$ cat config.mk
export PLATFORM = sky130hd
export DESIGN_NAME = fence_hazard_ctrl
export DESIGN_NICKNAME = d
export VERILOG_FILES = /design/src/rtl/fence_hazard_ctrl.sv
export SDC_FILE = /design/constraint.sdc
export NUM_CORES = 1
export LEC_CHECK = 0
export BUFFER_PORTS_ARGS = -buffer_cell sky130_fd_sc_hd__buf_2
export CAP_MARGIN = 20
export CORE_MARGIN = 10
export CORE_UTILIZATION = 35
export CTS_BUF_LIST = sky130_fd_sc_hd__clkbuf_16
export CTS_CLUSTER_DIAMETER = 80
export DETAILED_ROUTE_END_ITERATION = 10
export PLACE_DENSITY = 0.64
export SYNTH_ARGS = -nofsm -noshare
export SYNTH_HDL_FRONTEND = slang
export SYNTH_SLANG_ARGS = --single-unit
$ cat constraint.sdc
create_clock -name clk -period 1.52 [get_ports clk]
set_input_delay 0.152 -clock clk [delete_from_list [all_inputs] [get_ports clk]]
set_output_delay 0.152 -clock clk [all_outputs]
set_load 0.05 [all_outputs]
$ cat src/rtl/fence_hazard_ctrl.sv
// Front-pipeline hazard scheduler: prioritises trap/MMU/branch/fence/load-use
// into hazard_signal and sequences fence drains followed by cache/TLB maintenance.
module fence_hazard_ctrl #(
  parameter int unsigned MIN_DRAIN = 4,
  parameter int unsigned TIMEOUT   = 255,
  parameter int unsigned OUTST_W   = 3
) (
  input  logic               clk,
  input  logic               rst_n,
  input  logic               trap,
  input  logic               mmu_busy,
  input  logic               branch_taken,
  input  logic               fence_id,
  input  logic [1:0]         fence_kind,
  input  logic [4:0]         if_rs1,
  input  logic [4:0]         if_rs2,
  input  logic [4:0]         id_rd,
  input  logic               id_is_load,
  input  logic [OUTST_W-1:0] mem_outstanding,
  output logic [3:0]         hazard_signal,
  output logic               fence_busy,
  output logic               icache_inv,
  output logic               tlb_flush,
  output logic               fence_timeout,
  output logic [31:0]        stall_cycles,
  output logic [15:0]        fence_count
);

  typedef enum logic [1:0] {
    S_IDLE,
    S_DRAIN,
    S_DONE
  } state_t;

  typedef enum logic [3:0] {
    HZ_NONE        = 4'd0,
    HZ_STALL_EARLY = 4'd1,
    HZ_STALL_MMU   = 4'd2,
    HZ_FLUSH_EARLY = 4'd3,
    HZ_FLUSH_ALL   = 4'd4
  } hazard_t;

  localparam logic [3:0] MIN_DRAIN_L = 4'(MIN_DRAIN);
  localparam logic [7:0] TIMEOUT_L   = 8'(TIMEOUT);

  state_t      r_state;
  state_t      w_state_nxt;
  logic [3:0]  r_drain_cnt;
  logic [3:0]  w_drain_nxt;
  logic [3:0]  w_drain_dec;
  logic [7:0]  r_to_cnt;
  logic [7:0]  w_to_nxt;
  logic [7:0]  w_to_inc;
  logic [1:0]  r_kind;
  logic [1:0]  w_kind_nxt;
  logic        w_to_hit;
  logic        r_fence_timeout;
  logic [31:0] r_stall_cycles;
  logic [15:0] r_fence_count;
  logic        w_load_use;
  hazard_t     w_hazard;

  assign w_load_use  = id_is_load && (id_rd != '0) &&
                       ((id_rd == if_rs1) || (id_rd == if_rs2));
  assign w_drain_dec = (r_drain_cnt == '0) ? '0 : r_drain_cnt - 4'd1;
  assign w_to_inc    = r_to_cnt + 8'd1;

  always_ff @(posedge clk or negedge rst_n) begin
    if (!rst_n) begin
      r_state <= S_IDLE;
    end else begin
      r_state <= w_state_nxt;
    end
  end

  // Exit tests use the post-decrement/post-increment values so that DRAIN
  // lasts exactly MIN_DRAIN cycles and a timeout fires on the TIMEOUT-th cycle.
  always_comb begin
    w_state_nxt = r_state;
    w_drain_nxt = r_drain_cnt;
    w_to_nxt    = r_to_cnt;
    w_kind_nxt  = r_kind;
    w_to_hit    = 1'b0;
    unique case (r_state)
      S_IDLE: begin
        if (fence_id && !trap && !branch_taken && !mmu_busy) begin
          w_state_nxt = S_DRAIN;
          w_drain_nxt = MIN_DRAIN_L;
          w_to_nxt    = '0;
          w_kind_nxt  = fence_kind;
        end
      end
      S_DRAIN: begin
        if (trap || branch_taken) begin
          w_state_nxt = S_IDLE;
        end else if (!mmu_busy) begin
          w_drain_nxt = w_drain_dec;
          w_to_nxt    = w_to_inc;
          if ((w_drain_dec == '0) && (mem_outstanding == '0)) begin
            w_state_nxt = S_DONE;
          end else if (w_to_inc == TIMEOUT_L) begin
            w_state_nxt = S_DONE;
            w_to_hit    = 1'b1;
          end
        end
      end
      S_DONE: begin
        w_state_nxt = S_IDLE;
      end
      default: begin
        w_state_nxt = S_IDLE;
      end
    endcase
  end

  always_comb begin
    w_hazard   = HZ_NONE;
    fence_busy = (r_state == S_DRAIN);
    icache_inv = (r_state == S_DONE) && (r_kind == 2'd1);
    tlb_flush  = (r_state == S_DONE) && (r_kind == 2'd2);
    if (trap) begin
      w_hazard = HZ_FLUSH_ALL;
    end else if (mmu_busy) begin
      w_hazard = HZ_STALL_MMU;
    end else if (branch_taken) begin
      w_hazard = HZ_FLUSH_EARLY;
    end else if ((r_state == S_DRAIN) || ((r_state == S_IDLE) && fence_id)) begin
      w_hazard = HZ_STALL_EARLY;
    end else if (w_load_use) begin
      w_hazard = HZ_STALL_EARLY;
    end
  end

  always_ff @(posedge clk or negedge rst_n) begin
    if (!rst_n) begin
      r_drain_cnt     <= '0;
      r_to_cnt        <= '0;
      r_kind          <= '0;
      r_fence_timeout <= 1'b0;
      r_stall_cycles  <= '0;
      r_fence_count   <= '0;
    end else begin
      r_drain_cnt <= w_drain_nxt;
      r_to_cnt    <= w_to_nxt;
      r_kind      <= w_kind_nxt;
      if (w_to_hit) begin
        r_fence_timeout <= 1'b1;
      end
      if ((w_hazard == HZ_STALL_EARLY) || (w_hazard == HZ_STALL_MMU)) begin
        r_stall_cycles <= r_stall_cycles + 32'd1;
      end
      if (r_state == S_DONE) begin
        r_fence_count <= r_fence_count + 16'd1;
      end
    end
  end

  assign hazard_signal = w_hazard;
  assign fence_timeout = r_fence_timeout;
  assign stall_cycles  = r_stall_cycles;
  assign fence_count   = r_fence_count;

endmodule

==> out/qor.txt <==
status: finished, violations left
failing checks: negative setup slack
Hold WC Path Type: in2reg
Max VDD drop: 0.560 mV
crit path cell chain: and4_4 > and4_4 > and3_4 > and3_4 > nand4b_1 > xnor2_1
initial antenna violation count: 0
FF+latch count, synth: 65
GRT met1 Usage: 14.7%
routability cong.: 0.782
Cell variety after synth: 45
post-layout minimum cycle time: 1.65 ns
# IOs: 83
crit path launch type: register
register area share after synthesis: 49.9%
most frequent cells in the layout: buf_2 (77), buf_4 (62), dfrtp_1 (46)
H-tree depth: 3
clock buffer count from CTS: 9
Pins Over Slew Limit: 0
crit path DAT: 1.89 ns
endpoints failing setup: 24
clock-pin slew on the worst setup and hold paths: 0.06 ns
largest cells by area after synthesis: dfrtp_1 (50%), xnor2_1 (13%), nand2_1 (3.9%)
Tcrit/Tclk final: 109%
Worst Path Buf+Inv: 0
fin util: 56.2%
Antenna Violating Nets Remaining: 0
crit-path max cell delay: 0.36 ns
commonest non-fill, non-tap cell in the layout: buf_2
met2 Use GR: 22.9%
Cells after DPL: 549
vias in the first global route: 2959
IO buf count: 81
Post-Synthesis Cells: 313
Max Fclk: 0.604 GHz
Starting Density: 35.6%
Die Ht: 116 um
Final nets: 502
total of max-cap violations: 0
global-route wire length before repair: 14100 um
core area: 0.00915 mm2
syn_area_per_cell: 10.4 um2
CTS root buffer: clkbuf_16
Overflow after GRT: 0
post-layout power: 5.45 mW
EDFF count, synth: 0
asr flop ratio synth: 100%
Clk Latency, worst-skew pair: 0.33 ns
Layout Skew: 0.00765 ns
Post-Route WL: 9190 um
Iteration-0 DRC Markers: 162
share of layout cells above drive strength 1: 56.0%
die width: 116 um
ANT cells: 0
WP data required: 1.75 ns
GRT Total Usage: 13.2%
First-pass DRT Iterations: 4
busiest grt layer: met2
power per cell area: 1060 mW/mm2
Crit path max-delay family: simple AND/OR/NAND/NOR gates
CP endpoint kind: register
HPWL after DPL: 6210 um
RSZ-0062 raised after global routing: true
Final Hold Vio Count: 0
drt wl/cell: 15.7 um
total number of vias: 2900
slowest CP cell: dfrtp_2
post-synth top area share: 49.9%
Critical Path Fanout Max: 4
largest net degree at the start of global routing: 29
Final Non-Filler Cells: 586
mapped cell area: 0.00326 mm2
Most used DFF post-synth: dfrtp_1
vias per inst: 4.95
final worst slack: -0.135 ns
CTS sink cnt: 65
area of the die: 0.0136 mm2
Net Count, Synth: 345
GRT met3 Usage: 4.42%
Max Root-Sink Buffers: 2
CP Class: reg2reg
drt drc: 0
# rows: 35
Synth area leader: dfrtp_1
P&R area growth vs syn: 57.9%
CTS tree: built
P_leak: 2.51 nW
YS warnings: 0
## flip-flops by register name, summed over array words and instances (netlist names)
name,flops
stall_cycles,32
fence_count,16
r_to_cnt,8
r_drain_cnt,4
r_kind,2
r_state,2
fence_timeout,1
## metal layers
metal	vias up	part of all wire, %
met2	54	53
met5	-	0
met4	0	1.7
met1	1420	41
met3	20	4.3
li1	1406	-
## metrics by stage
step	hold WS, ns	setup TNS (ns)	setup WS (ns)	instance area (um2)
after floorplan	-0.144	-5.94	-0.388	3380
after global placement	0.0983	-5.84	-0.212	4290
after detailed placement	0.101	-7.14	-0.256	4290
after CTS	0.0550	-0.398	-0.0887	4830
after global routing	0.0553	-2.77	-0.166	5140
final	0.0604	-0.813	-0.135	5140
## cell type report
type / count / area (um2)
multi-input cells: 233 / 1940
inverters: 7 / 26.3
clock buffers: 9 / 225
well taps: 111 / 139
repair buffers: 154 / 1070
flip-flops and latches: 65 / 1650
fillers: 789 / 4010
clock inverters: 7 / 93.8
## timing repair
item | CTS | global route
cloned | 3 | 1
endpoints found under the hold margin | 12 | 0
pin swaps | 27 | 44
hold buffers | 1 | 0
setup buffers | 10 | 6
endpoints found under the setup margin | 35 | 49
gates resized for setup | 30 | 54
## final timing paths
kind / end / cells past startpoint / slack [ns] / startpoint
max: stall_cycles[27] / 6 / -0.13 / stall_cycles[15]
min reg2reg: fence_count[15] / 1 / 0.47 / fence_count[15]
min: r_kind[0] / 2 / 0.06 / fence_kind[0]
max in group asynchronous: r_drain_cnt[2] / 3 / 0.75 / rst_n
min in group asynchronous: stall_cycles[30] / 2 / 0.28 / rst_n
max reg2reg: stall_cycles[27] / 6 / -0.13 / stall_cycles[15]
## report_power, final
group	switching, mW	internal [mW]	total [mW]
logic	0.766	0.407	1.17
clock network	0.787	1.43	2.22
registers	0.166	1.89	2.05
## cells in the mapped netlist (all sizes together) (4+ instances only)
cell type and number:
xnor2 50, nand3 21, buf 6, and3 15, mux2 4, nand4 16, ha 5, nand2 34
clkbuf 4, a21oi 5, inv 7, xor2 9, dfrtp 65, nor3 6, o21ai 18, nor2 15
## kinds of logic after synthesis
group / Yosys count / synth area share [%]
adder cells (fa/ha/maj): 5 / 1.92
AND/OR/NAND/NOR: 127 / 21.2
XOR/XNOR: 59 / 15.9
AO/OA/AOI/OAI: 35 / 6.34
buffers and inverters: 17 / 3.23
flip-flops: 65 / 49.9
other: 1 / 0.115
multiplexers: 4 / 1.38
(Power assumes the default switching activity.)
